===== src/rtl/cpu_pkg.sv =====
// Shared CPU definitions: interrupt sequencer state encoding, status flag
// bit positions and the default vector addresses.
package cpu_pkg;

  typedef enum logic [2:0] {
    ST_IDLE   = 3'd0,
    ST_ACC    = 3'd1,
    ST_PUSH_H = 3'd2,
    ST_PUSH_L = 3'd3,
    ST_PUSH_P = 3'd4,
    ST_VEC_L  = 3'd5,
    ST_VEC_H  = 3'd6,
    ST_DONE   = 3'd7
  } irq_state_t;

  // Status register bit positions (bit 5 is the always-one bit).
  localparam int CF = 0;
  localparam int ZF = 1;
  localparam int IF = 2;
  localparam int DF = 3;
  localparam int BF = 4;
  localparam int UF = 5;
  localparam int VF = 6;
  localparam int SF = 7;

  // Default vector addresses, low byte at the address, high byte at +1.
  localparam logic [15:0] NMI_VEC_DEF = 16'hFFFA;
  localparam logic [15:0] IRQ_VEC_DEF = 16'hFFFE;
  localparam logic [15:0] VEC_TBL_DEF = 16'hFFE0;

  localparam logic [7:0] STACK_PAGE = 8'h01;

  // Status byte as pushed by a hardware interrupt: B clear, bit 5 set.
  function automatic logic [7:0] push_flags(input logic [7:0] p);
    logic [7:0] r;
    r     = p;
    r[BF] = 1'b0;
    r[UF] = 1'b1;
    return r;
  endfunction

  // Status byte after entering a handler: further IRQs masked.
  function automatic logic [7:0] set_imask(input logic [7:0] p);
    logic [7:0] r;
    r     = p;
    r[IF] = 1'b1;
    return r;
  endfunction

endpackage


===== src/rtl/cpu_irq_arb.sv =====
// Combinational interrupt arbiter: NMI beats every IRQ, lower IRQ index
// beats higher. Produces the one-hot IRQ winner and its vector address.
module cpu_irq_arb #(
  parameter int          IRQ_N    = 4,
  parameter int          VECTORED = 0,
  parameter logic [15:0] NMI_VEC  = 16'hFFFA,
  parameter logic [15:0] IRQ_VEC  = 16'hFFFE,
  parameter logic [15:0] VEC_TBL  = 16'hFFE0
) (
  input  logic             nmi_req,
  input  logic [IRQ_N-1:0] irq,
  input  logic             i_mask,
  output logic             valid,
  output logic             is_nmi,
  output logic [IRQ_N-1:0] winner,
  output logic [15:0]      vec
);

  logic found;

  // Priority encode the IRQ lines, then let a pending NMI override.
  always_comb begin
    found  = 1'b0;
    winner = '0;
    vec    = IRQ_VEC;
    for (int k = 0; k < IRQ_N; k++) begin
      if (!found && irq[k]) begin
        found     = 1'b1;
        winner[k] = 1'b1;
        if (VECTORED != 0) vec = VEC_TBL + 16'(2 * k);
      end
    end
    is_nmi = nmi_req;
    if (nmi_req) begin
      winner = '0;
      vec    = NMI_VEC;
    end
    valid = nmi_req | (found & ~i_mask);
  end

endmodule


===== src/rtl/cpu_irq_seq.sv =====
// Interrupt entry sequencer. At an opcode-fetch boundary it accepts the
// highest-priority pending source, pushes PCH, PCL and P onto page 01,
// fetches the two vector bytes and hands new PC/S/P to the CPU on done.
//
// Bus handshake: every state advances by exactly one step on each clock
// edge where ce=1. R and W are registered strobes qualified by ce, so a
// bus cycle is performed exactly once per ce cycle it is shown; A and D
// stay stable across ce=0 cycles. I is sampled on the ce edge that ends a
// read cycle.
module cpu_irq_seq
  import cpu_pkg::*;
#(
  parameter int          IRQ_N    = 4,
  parameter int          VECTORED = 0,
  parameter logic [15:0] NMI_VEC  = NMI_VEC_DEF,
  parameter logic [15:0] IRQ_VEC  = IRQ_VEC_DEF,
  parameter logic [15:0] VEC_TBL  = VEC_TBL_DEF
) (
  input  logic             clock,
  input  logic             reset,
  input  logic             ce,
  input  logic             nmi,
  input  logic [IRQ_N-1:0] irq,
  input  logic             boundary,
  input  logic [15:0]      pc_in,
  input  logic [7:0]       s_in,
  input  logic [7:0]       p_in,
  output logic             take,
  output logic [15:0]      A,
  output logic [7:0]       D,
  input  logic [7:0]       I,
  output logic             R,
  output logic             W,
  output logic [15:0]      pc_out,
  output logic [7:0]       s_out,
  output logic [7:0]       p_out,
  output logic             done,
  output logic [IRQ_N-1:0] irq_ack,
  output logic [2:0]       state_dbg
);

  irq_state_t       state;
  logic             nmi_q;
  logic             nmi_pend;
  logic             take_q;
  logic             done_q;
  logic             r_q;
  logic             w_q;
  logic [IRQ_N-1:0] ack_q;
  logic [IRQ_N-1:0] ack_sel;
  logic             src_nmi;
  logic [15:0]      vec_q;
  logic [15:0]      pc_l;
  logic [7:0]       p_l;
  logic [7:0]       sp;
  logic [7:0]       lo_q;
  logic [15:0]      a_q;
  logic [7:0]       d_q;

  logic             nmi_edge;
  logic             in_window;
  logic             hijack;
  logic             pend_clr;
  logic [15:0]      vec_nxt;

  logic             arb_valid;
  logic             arb_is_nmi;
  logic [IRQ_N-1:0] arb_winner;
  logic [15:0]      arb_vec;

  cpu_irq_arb #(
    .IRQ_N    (IRQ_N),
    .VECTORED (VECTORED),
    .NMI_VEC  (NMI_VEC),
    .IRQ_VEC  (IRQ_VEC),
    .VEC_TBL  (VEC_TBL)
  ) u_arb (
    .nmi_req (nmi_pend | nmi_edge),
    .irq     (irq),
    .i_mask  (p_in[IF]),
    .valid   (arb_valid),
    .is_nmi  (arb_is_nmi),
    .winner  (arb_winner),
    .vec     (arb_vec)
  );

  // NMI edge detect, and the NMI-over-IRQ takeover window before VEC_L.
  always_comb begin
    nmi_edge  = ce & nmi & ~nmi_q;
    in_window = (state == ST_ACC) || (state == ST_PUSH_H) ||
                (state == ST_PUSH_L) || (state == ST_PUSH_P);
    hijack    = nmi_edge & ~src_nmi & in_window;
    pend_clr  = (state == ST_ACC) & src_nmi;
    vec_nxt   = hijack ? NMI_VEC : vec_q;
  end

  // Sequencer FSM with registered bus strobes and result registers.
  always_ff @(posedge clock or posedge reset) begin
    if (reset) begin
      state    <= ST_IDLE;
      nmi_q    <= 1'b0;
      nmi_pend <= 1'b0;
      take_q   <= 1'b0;
      done_q   <= 1'b0;
      r_q      <= 1'b0;
      w_q      <= 1'b0;
      ack_q    <= '0;
      ack_sel  <= '0;
      src_nmi  <= 1'b0;
      vec_q    <= '0;
      pc_l     <= '0;
      p_l      <= '0;
      sp       <= '0;
      lo_q     <= '0;
      a_q      <= '0;
      d_q      <= '0;
      pc_out   <= '0;
      s_out    <= '0;
      p_out    <= '0;
    end else if (ce) begin
      nmi_q <= nmi;
      // A takeover consumes the edge; otherwise a new edge outranks the
      // clear that happens as an NMI sequence starts pushing.
      if (hijack)        nmi_pend <= 1'b0;
      else if (nmi_edge) nmi_pend <= 1'b1;
      else if (pend_clr) nmi_pend <= 1'b0;

      r_q    <= 1'b0;
      w_q    <= 1'b0;
      done_q <= 1'b0;
      ack_q  <= '0;

      if (hijack) begin
        src_nmi <= 1'b1;
        ack_sel <= '0;
        vec_q   <= NMI_VEC;
      end

      case (state)
        ST_IDLE: begin
          if (boundary && arb_valid) begin
            state   <= ST_ACC;
            take_q  <= 1'b1;
            src_nmi <= arb_is_nmi;
            ack_sel <= arb_winner;
            vec_q   <= arb_vec;
            pc_l    <= pc_in;
            p_l     <= p_in;
            sp      <= s_in;
          end
        end
        ST_ACC: begin
          state <= ST_PUSH_H;
          a_q   <= {STACK_PAGE, sp};
          d_q   <= pc_l[15:8];
          w_q   <= 1'b1;
          sp    <= sp - 8'd1;
        end
        ST_PUSH_H: begin
          state <= ST_PUSH_L;
          a_q   <= {STACK_PAGE, sp};
          d_q   <= pc_l[7:0];
          w_q   <= 1'b1;
          sp    <= sp - 8'd1;
        end
        ST_PUSH_L: begin
          state <= ST_PUSH_P;
          a_q   <= {STACK_PAGE, sp};
          d_q   <= push_flags(p_l);
          w_q   <= 1'b1;
          sp    <= sp - 8'd1;
        end
        ST_PUSH_P: begin
          state <= ST_VEC_L;
          a_q   <= vec_nxt;
          r_q   <= 1'b1;
        end
        ST_VEC_L: begin
          state <= ST_VEC_H;
          lo_q  <= I;
          a_q   <= vec_q + 16'd1;
          r_q   <= 1'b1;
        end
        ST_VEC_H: begin
          state  <= ST_DONE;
          pc_out <= {I, lo_q};
          p_out  <= set_imask(p_l);
          s_out  <= sp;
          done_q <= 1'b1;
          ack_q  <= ack_sel;
        end
        ST_DONE: begin
          state  <= ST_IDLE;
          take_q <= 1'b0;
        end
        default: state <= ST_IDLE;
      endcase
    end
  end

  // Strobes are only visible in cycles where the CPU clock enable is high.
  always_comb begin
    take      = take_q;
    A         = a_q;
    D         = d_q;
    R         = r_q & ce;
    W         = w_q & ce;
    done      = done_q & ce;
    irq_ack   = ack_q & {IRQ_N{ce}};
    state_dbg = state;
  end

endmodule


===== config.mk =====
export PLATFORM = sky130hd
export DESIGN_NAME = cpu_irq_seq
export DESIGN_NICKNAME = d
export VERILOG_FILES = /design/src/rtl/cpu_pkg.sv /design/src/rtl/cpu_irq_arb.sv /design/src/rtl/cpu_irq_seq.sv
export SDC_FILE = /design/constraint.sdc
export NUM_CORES = 1
export LEC_CHECK = 0
export CELL_PAD_IN_SITES_DETAIL_PLACEMENT = 0
export CELL_PAD_IN_SITES_GLOBAL_PLACEMENT = 1
export CORE_MARGIN = 1
export CORE_UTILIZATION = 37
export CTS_CLUSTER_DIAMETER = 100
export DETAILED_ROUTE_END_ITERATION = 6
export PLACE_DENSITY_LB_ADDON = 0.1
export SLEW_MARGIN = 5
export SYNTH_ARGS = -nofsm -noshare
export SYNTH_HDL_FRONTEND = slang
export SYNTH_SLANG_ARGS = --single-unit

===== constraint.sdc =====
create_clock -name clock -period 4 [get_ports clock]
set_clock_uncertainty 0.1 [all_clocks]
set_input_delay 0.8 -clock clock [delete_from_list [all_inputs] [get_ports clock]]
set_output_delay 0.8 -clock clock [all_outputs]
set_load 0.005 [all_outputs]

==> PnR_summary.wiki, run 1 <==
{| class="wikitable"
! Metric !! Value
|-
| Post-synthesis sequential element count || 130
|-
| Number of different library cells in the post-synthesis netlist || 54
|-
| Maximum net fanout on the critical path || 17
|-
| DRC marker count from the first detailed-route iteration || 221
|-
| FF/Latch Area || 3253 sq um
|-
| Simple-gate share of the synthesized area || 0.1262
|-
| Die Ht || 127.5 microns
|-
| Gpl congestion || 0.7771
|-
| RSZ-0062 raised after global routing || no
|-
| Routed wire length per instance || 16.20 microns
|-
| Cell count after synthesis || 522
|-
| Clock power share || 0.267
|-
| Post-Synth Adder-Cell Area || 0.01287
|-
| Met2 routed wirelength || 6.528 mm
|-
| Status || complete, no violations
|-
| CTS H-tree depth || 4
|-
| Share of the cycle needed by the critical path after routing || 0.8233
|-
| Core region area || 15,310 sq um
|-
| Flop2flop setup slack || 1.58 ns
|-
| Post-Route Setup TNS || 0 ns
|-
| Async S/R FF share, synth || 1.000
|-
| Synthesized-area fraction occupied by ao, oa, aoi and oai cells || 0.1304
|-
| Maximum ir drop on the vdd rail || 374.4 uV
|-
| Max-slew headroom || 0.3441
|-
| I/O pin count || 116
|-
| Clock-pin slew on the worst setup and hold paths || 0.06 ns
|-
| Number of buffers added on ports || 115
|-
| # Max-Cap Violations || 0
|-
| Startpoint of the worst setup timing path || ce
|-
| Switching power || 2.026 mW
|-
| Clock tree from TritonCTS || yes
|-
| Endpoints failing setup || 0
|-
| Number of flops mapped to enable cells by yosys || 0
|-
| Latest clock arrival within the worst-skew pair || 0.42 ns
|-
| Final-report max-slew violation count || 0
|-
| Combinational Power Share || 0.355
|-
| Via total after detailed routing || 4,357
|-
| Die outline width || 127.5 microns
|-
| Syn-to-layout area delta || 34.93%
|-
| Remaining number of nets flagged by the antenna check after routing || 0
|-
| Class of the most critical setup path || input port to output port
|-
| Total number of placement rows || 45
|-
| Clk sink count || 130
|-
| Clock buffers created by TritonCTS || 17
|-
| Highest-count cells in the layout ignoring fill and taps || dfrtp_1, clkdlybuf4s50_1, mux2_2, nand2_1, nor2_1
|-
| Post-CTS Setup Repair Bufs || 0
|-
| Post-DP HPWL || 9.508 mm
|-
| Global route total overflow || 0
|-
| Vias per cell || 5.049
|-
| Dominant register cell in the synthesized netlist || dfrtp_1
|-
| Leading cell types by total area after synthesis || dfrtp_1, mux2_2, nand2_1, nor2_1, o21ai_0
|-
| Static leakage power || 3.323 nW
|-
| Post-synthesis average cell area || 11.17 sq um
|-
| Time the final worst path needs with I/O delays and setup || 3.293 ns
|-
| Timing endpoint of the critical path || W
|-
| CTS Root Cell || clkbuf_16
|-
| Number of antenna violations at the first check in global routing || 0
|-
| Total of fill cells in the finished design || 1,419
|-
| Data required time at the worst endpoint || 3.10 ns
|-
| Antenna Diode Count || 0
|-
| Top routing layer used || met4
|-
| Maximum clock path buffer count || 2
|-
| Power density normalized to cell area || 797.4 nW/um^2
|-
| Critical path endpoint category || output port
|-
| Met3 Routed Length || 906 microns
|-
| Library cell with the largest summed area after synthesis || dfrtp_1
|-
| Post-route insts no fill || 863
|-
| Register-to-Register Path Depth || 7
|-
| Largest net degree at the start of global routing || 72
|-
| Area of the die || 16,270 sq um
|-
| Critical R2R Launch || state_dbg[0]
|-
| Seq pwr share || 0.378
|-
| Sequential-to-total area share from yosys stat || 0.5578
|-
| Net switching fraction of the power || 0.3230
|-
| Total nets after synthesis || 577
|-
| Placed Instances || 831
|-
| Drt total wl || 13.98 mm
|-
| DRC violations left || 0
|-
| Starting density of the core || 0.3808
|-
| Share of layout cells above drive strength 1 || 0.1672
|-
| Hold-fix buffers at CTS || 0
|-
| Cell internal pwr || 4.248 mW
|-
| Cell Area, Synth || 5832 sq um
|-
| Hold Path Class || flip-flop to flip-flop
|-
| Combinational family with the most area after synthesis || compound AO/OA/AOI/OAI gates
|-
| Portion of synthesized cell area occupied by the leading cell type || 0.5578
|-
| First-pass GRT wire length || 23.50 mm
|-
| Actual transition at the worst max-transition pin || 0.9802 ns
|-
| Number of resized instances in the post-cts repair step || 0
|-
| Vias in the first global route || 4,588
|-
| Most common cell after layout, fill and taps aside || dfrtp_1
|-
| All-Layer GR Usage || 0.1890
|-
| Total routed wire length on the met1 layer || 6.364 mm
|-
| Critical path launch point type || input port
|-
| Number of iterations in the first detailed-routing pass || 4
|-
| FF-to-FF End || src_nmi
|-
| Total area of multi-input combinational cells || 2385 sq um
|-
| Post-Synth XOR/XNOR Area || 0.01802
|-
| WP data arrival || 2.39 ns
|-
| Mux contribution to synthesized area || 0.1195
|-
| Max Clock Freq || 0.3037 GHz
|-
| Yosys warnings || 0
|-
| Count of final hold-check violations || 0
|-
| Total Nets Final || 694
|}
-- cells in the mapped netlist (6+ instances only) --
cell	instances
o31ai_1	6
nand2b_1	18
a21oi_1	20
nor3_1	6
a22oi_1	7
clkbuf_1	21
nand2_1	47
o21ai_0	31
a221oi_1	6
mux2_2	57
inv_1	19
ha_1	6
a31oi_1	9
dfrtp_1	130
o221ai_1	7
nor2_1	43
xnor2_1	7
nand3_1	7
and2_1	7
-- how the worst min path moves through the flow --
stage | cells after the start | slack [ns] | end | start
after floorplan | 1 | 0.35 | w_q | w_q
after global placement | 1 | 0.35 | p_out[2] | p_out[2]
after detailed placement | 1 | 0.36 | p_out[2] | p_out[2]
after CTS | 1 | 0.38 | p_out[2] | p_out[2]
after global routing | 1 | 0.39 | p_out[2] | p_out[2]
final | 1 | 0.37 | p_out[2] | p_out[2]
-- metrics by stage --
stage | cell area [sq um] | setup WS [ns] | total power, mW | hold WS [ns] | util
after global placement | 7223 | 0.6143 | 4.571 | 0.3531 | 0.4717
after floorplan | 5836 | 1.456 | 3.592 | 0.3461 | -
final | 7869 | 0.7070 | 6.275 | 0.3698 | 0.5138
after detailed placement | 7223 | 0.5695 | 4.638 | 0.3583 | 0.4717
after global routing | 7869 | 0.6240 | 6.739 | 0.3855 | 0.5138
after CTS | 7869 | 0.6901 | 6.363 | 0.3767 | 0.5138
-- state kept, by name, indices dropped and copies added, names as in the netlist --
register and count:
p_l 8, w_q 1, s_out 8, ack_sel 4, state_dbg 3, nmi_pend 1
lo_q 8, pc_out 16, r_q 1, vec_q 16, sp 8, D 8
p_out 8, nmi_q 1, ack_q 4, src_nmi 1, A 16, take 1
pc_l 16, done_q 1
-- per-layer routing --
metal / track usage / up-vias
met2: 0.2870 / 115
met5: 0 / -
met1: 0.2465 / 2144
li1: - / 2084
met4: 0.07913 / 0
met3: 0.06449 / 14
-- power by group through the flow --
stage                     sequential (mW)  combinational [mW]  clock (mW)
final                                2.37                2.23        1.68
after global routing                 2.47                2.49        1.78
after CTS                            2.38                2.27        1.72
after detailed placement             2.39                2.25           0
after global placement               2.36                2.21           0
after floorplan                      2.26                1.33           0
-- critical path, cell delays in order --
cell,delay [ns]
clkdlybuf4s50_1,0.65
buf_4,0.29
and2_1,0.16
clkdlybuf4s50_1,0.49
-- area by class of cell --
class	instances	share of cell area
well taps	211	0.03355
repair buffers	126	0.1584
multi-input cells	345	0.3031
flip-flops and latches	130	0.4134
clock inverters	12	0.02274
clock buffers	20	0.05931
inverters	19	0.009540
-- cells by family after synthesis --
group / after synthesis
muxes: 62
adders and majority gates: 6
buffers and inverters: 47
xor gates and xnor gates: 12
and+or+nand+nor: 153
DFF: 130
AOI/OAI and AO/OA: 112
Power figures use the tool's default switching activity.
==> run 2: changes to the inputs <==
- clock period: 4 -> 2.85 ns (I/O delays scaled with it)
==> PnR_summary.wiki, run 2 (synthesized netlist as in run 1, its figures left out) <==
{| class="wikitable"
! Metric !! Value
|-
| Critical R2R Launch || state_dbg[0]
|-
| Max Clock Freq || 0.3794 GHz
|-
| Starting density of the core || 0.3808
|-
| Die outline width || 127.5 microns
|-
| All-Layer GR Usage || 0.1850
|-
| Share of layout cells above drive strength 1 || 0.1847
|-
| Vias per cell || 5.043
|-
| Vias in the first global route || 4,537
|-
| WP data arrival || 1.97 ns
|-
| Largest net degree at the start of global routing || 36
|-
| Most common cell after layout, fill and taps aside || dfrtp_1
|-
| I/O pin count || 116
|-
| Post-Route Setup TNS || 0 ns
|-
| Endpoints failing setup || 0
|-
| Via total after detailed routing || 4,423
|-
| Total number of placement rows || 45
|-
| Count of final hold-check violations || 0
|-
| Status || complete, no violations
|-
| Maximum clock path buffer count || 2
|-
| Data required time at the worst endpoint || 2.18 ns
|-
| Clk sink count || 130
|-
| Number of buffers added on ports || 115
|-
| First-pass GRT wire length || 23.09 mm
|-
| Total Nets Final || 710
|-
| Critical path launch point type || input port
|-
| Power density normalized to cell area || 1085 nW/um^2
|-
| Maximum ir drop on the vdd rail || 533.9 uV
|-
| CTS Root Cell || clkbuf_16
|-
| FF-to-FF End || A[2]
|-
| Clock buffers created by TritonCTS || 17
|-
| Global route total overflow || 0
|-
| Static leakage power || 3.415 nW
|-
| Number of resized instances in the post-cts repair step || 0
|-
| Number of iterations in the first detailed-routing pass || 5
|-
| Maximum net fanout on the critical path || 8
|-
| Remaining number of nets flagged by the antenna check after routing || 0
|-
| Critical-path cell list || clkdlybuf4s50_1 -> inv_1 -> nor2_1 -> clkdlybuf4s50_1
|-
| Post-CTS Setup Repair Bufs || 0
|-
| Slowest cell on crit path || clkdlybuf4s50_1
|-
| Syn-to-layout area delta || 37.50%
|-
| Startpoint of the worst setup timing path || ce
|-
| Worst stage delay on the critical path || 0.55 ns
|-
| Gpl congestion || 0.7950
|-
| Critical path endpoint category || output port
|-
| Actual transition at the worst max-transition pin || 0.8057 ns
|-
| CTS H-tree depth || 4
|-
| Worst hold-check slack || 0.3655 ns
|-
| Post-DP HPWL || 9.629 mm
|-
| Share of the cycle needed by the critical path after routing || 0.9248
|-
| Timing endpoint of the critical path || R
|-
| # Max-Cap Violations || 0
|-
| Clock tree from TritonCTS || yes
|-
| Highest-count cells in the layout ignoring fill and taps || dfrtp_1, clkdlybuf4s50_1, mux2_2, nand2_1, nor2_1
|-
| Final-report max-slew violation count || 0
|-
| Latest clock arrival within the worst-skew pair || 0.41 ns
|-
| Clock-pin slew on the worst setup and hold paths || 0.05 ns
|-
| Cell seen most often among critical-path stages || clkdlybuf4s50_1
|-
| Max-slew headroom || 0.4618
|-
| Antenna Diode Count || 0
|-
| Drt total wl || 13.75 mm
|-
| Class of the most critical setup path || input port to output port
|-
| RSZ-0062 raised after global routing || no
|-
| DRC marker count from the first detailed-route iteration || 185
|-
| Hold Path Class || flip-flop to flip-flop
|-
| DRC violations left || 0
|-
| Register-to-Register Path Depth || 6
|-
| Area of the die || 16,270 sq um
|-
| Number of antenna violations at the first check in global routing || 0
|-
| Time the final worst path needs with I/O delays and setup || 2.636 ns
|-
| Die Ht || 127.5 microns
|-
| Flop2flop setup slack || 0.62 ns
|-
| Routed wire length per instance || 15.68 microns
|-
| Core region area || 15,310 sq um
|-
| Hold-fix buffers at CTS || 0
|}
[run 2: cell count changes in the layout (fill, tap and decap cells not counted)]
cell,previous run,this run
buf_12,1,7
buf_4,10,20
bufinv_16,4,3
clkinv_2,2,4
clkinv_4,2,1
clkinvlp_4,4,3
inv_6,1,0
[run 2: layer usage]
metal | track usage | wire [microns]
met5 | 0 | 0
met4 | 0.05322 | 107
met3 | 0.06868 | 986
met2 | 0.2938 | 6387
met1 | 0.2356 | 6273
[run 2: cell type report]
cell class | count | area (sq um)
tap | 211 | 264.0
clock inverter | 10 | 133.9
sequential | 130 | 3253
multi-input combinational | 345 | 2385
clock buffer | 20 | 466.7
fill | 1376 | 7296
inverter | 19 | 75.07
timing repair buffer | 142 | 1441
[run 2: critical path: cells and delay by family]
family	cells	cell delay [ns]
buffers and inverters	3	1.24
AND/OR/NAND/NOR	1	0.16
[run 2: power breakdown]
| group | leakage, nW | switching [mW] | internal (mW) |
|---|---|---|---|
| Clock | 0.294 | 0.757 | 1.43 |
| Combinational | 1.56 | 1.38 | 1.81 |
| Sequential | 1.56 | 0.639 | 2.68 |
[run 2: worst min path at each step]
stage / from / endpoint / slack, ns / depth (start not counted)
after detailed placement: p_out[2] / p_out[2] / 0.36 / 1
after floorplan: w_q / w_q / 0.35 / 1
final: p_out[2] / p_out[2] / 0.37 / 1
after CTS: p_out[2] / p_out[2] / 0.37 / 1
after global placement: p_out[2] / p_out[2] / 0.35 / 1
after global routing: p_out[2] / p_out[2] / 0.39 / 1
[run 2: metrics by stage]
step | utilization | std cells | setup slack, ns | instance area (sq um) | total power [mW]
final | 0.5236 | 877 | 0.2142 | 8019 | 8.703
after global routing | 0.5236 | 877 | 0.1037 | 8019 | 9.367
after CTS | 0.5236 | 877 | 0.1792 | 8019 | 8.815
after detailed placement | 0.4844 | 847 | 0.07477 | 7418 | 6.569
after global placement | 0.4844 | 847 | 0.09063 | 7418 | 6.489
after floorplan | - | 522 | 0.5359 | 5836 | 5.041
==> run 3: changes to the inputs <==
- CORE_UTILIZATION: 37 -> 38
- CTS_BUF_LIST: unset -> sky130_fd_sc_hd__clkbuf_4
==> PnR_summary.wiki, run 3 (synthesized netlist as in run 1, its figures left out) <==
{| class="wikitable"
! Metric !! Value
|-
| Share of the cycle needed by the critical path after routing || 0.9087
|-
| Core region area || 14,750 sq um
|-
| All-Layer GR Usage || 0.1844
|-
| Final Worst Setup Slack || 0.2601 ns
|-
| Starting density of the core || 0.3953
|-
| Number of antenna violations at the first check in global routing || 0
|-
| Actual transition at the worst max-transition pin || 0.8413 ns
|-
| Power density normalized to cell area || 1016 nW/um^2
|-
| Post-DP HPWL || 9.478 mm
|-
| Die outline width || 125.9 microns
|-
| I/O pin count || 116
|-
| Via total after detailed routing || 4,379
|-
| Total number of placement rows || 44
|-
| Maximum ir drop on the vdd rail || 460.9 uV
|-
| DRC marker count from the first detailed-route iteration || 264
|-
| Total Nets Final || 705
|-
| Highest-count cells in the layout ignoring fill and taps || dfrtp_1, clkdlybuf4s50_1, mux2_2, nand2_1, nor2_1
|-
| FF/Latch Area || 3253 sq um
|-
| Remaining number of nets flagged by the antenna check after routing || 0
|-
| Max Clock Freq || 0.3861 GHz
|-
| Dpl cell area || 7335 sq um
|-
| Post-route insts no fill || 845
|-
| Clock tree from TritonCTS || yes
|-
| DRC violations left || 0
|-
| FF-to-FF End || vec_q[4]
|-
| RSZ-0062 raised after global routing || no
|-
| Clk sink count || 130
|-
| Clock-pin slew on the worst setup and hold paths || 0.12 ns
|-
| Gpl congestion || 0.8041
|-
| Global route total overflow || 0
|-
| Final-report max-slew violation count || 0
|-
| Critical path launch point type || input port
|-
| Total of fill cells in the finished design || 1,377
|-
| Routed wire length per instance || 16.18 microns
|-
| Startpoint of the worst setup timing path || ce
|-
| Worst stage delay on the critical path || 0.53 ns
|-
| Count of final hold-check violations || 0
|-
| Area of the die || 15,850 sq um
|-
| Vias in the first global route || 4,390
|-
| Post-Route Setup TNS || 0 ns
|-
| Latest clock arrival within the worst-skew pair || 0.53 ns
|-
| Largest net degree at the start of global routing || 49
|-
| Data required time at the worst endpoint || 2.18 ns
|-
| Timing endpoint of the critical path || W
|-
| Number of resized instances in the post-cts repair step || 0
|-
| Maximum net fanout on the critical path || 23
|-
| Max-slew headroom || 0.4380
|-
| Antenna Diode Count || 0
|-
| # Max-Cap Violations || 0
|-
| Total area of multi-input combinational cells || 2385 sq um
|-
| Placed Instances || 815
|-
| First-pass GRT wire length || 22.87 mm
|-
| Maximum clock path buffer count || 2
|-
| Register-to-Register Path Depth || 9
|-
| Area of all placed cells without fillers || 7612 sq um
|-
| Worst hold-check slack || 0.3465 ns
|-
| CTS H-tree depth || 4
|-
| WP data arrival || 1.92 ns
|-
| Post-layout power || 7.737 mW
|-
| Static leakage power || 3.246 nW
|-
| Finished Core Util || 0.5159
|-
| Critical R2R Launch || state_dbg[0]
|-
| Hold Path Class || input port to async pin
|-
| Placement-stage worst setup slack || 0.02634 ns
|-
| Status || complete, no violations
|-
| Slowest cell on crit path || clkdlybuf4s50_1
|-
| Number of buffers added on ports || 115
|-
| Most common cell after layout, fill and taps aside || dfrtp_1
|-
| Cell seen most often among critical-path stages || clkdlybuf4s50_1
|-
| Vias per cell || 5.182
|-
| Post-CTS Setup Repair Bufs || 0
|-
| Clock buffers created by TritonCTS || 17
|-
| Syn-to-layout area delta || 30.53%
|-
| Critical-path cell list || clkdlybuf4s50_1 -> buf_12 -> and2_1 -> clkdlybuf4s50_1
|-
| Die Ht || 125.9 microns
|-
| Flop2flop setup slack || 0.56 ns
|-
| Endpoints failing setup || 0
|-
| Time the final worst path needs with I/O delays and setup || 2.590 ns
|-
| Drt total wl || 13.67 mm
|-
| Class of the most critical setup path || input port to output port
|-
| Share of layout cells above drive strength 1 || 0.1770
|-
| Hold-fix buffers at CTS || 0
|-
| Number of iterations in the first detailed-routing pass || 4
|-
| CTS Root Cell || clkbuf_4
|-
| Critical path endpoint category || output port
|}
[run 3: routing by layer]
| layer | global-route usage | routed length, microns | vias up |
|---|---|---|---|
| li1 | - | - | 2106 |
| met1 | 0.2464 | 6530 | 2157 |
| met2 | 0.2792 | 6140 | 103 |
| met3 | 0.07179 | 864 | 13 |
| met4 | 0.04961 | 136 | 0 |
| met5 | 0 | 0 | - |
[run 3: how the worst min path moves through the flow]
stage                     startpoint  endpoint  slack (ns)  cells past startpoint
final                          reset  s_out[0]        0.35                      2
after global routing           reset  s_out[0]        0.33                      2
after CTS                      reset  s_out[0]        0.32                      2
after detailed placement    p_out[2]  p_out[2]        0.35                      1
after global placement      p_out[2]  p_out[2]        0.35                      1
after floorplan                  w_q       w_q        0.35                      1
[run 3: critical path: cells and delay by family]
family	cells	cell delay, ns
buffers and inverters	3	1.21
AND/OR/NAND/NOR	1	0.14
[run 3: layout make-up]
type | instances | share of cell area
sequential | 130 | 0.4274
multi-input combinational | 345 | 0.3133
timing repair buffer | 137 | 0.1828
tap | 184 | 0.03024
clock inverter | 12 | 0.01874
clock buffer | 18 | 0.01775
inverter | 19 | 0.009862
[run 3: where the power goes]
group,internal (mW),total (mW),switching [mW]
combinational,1.78,3.17,1.38
clock,0.598,1.26,0.659
sequential,2.67,3.31,0.643
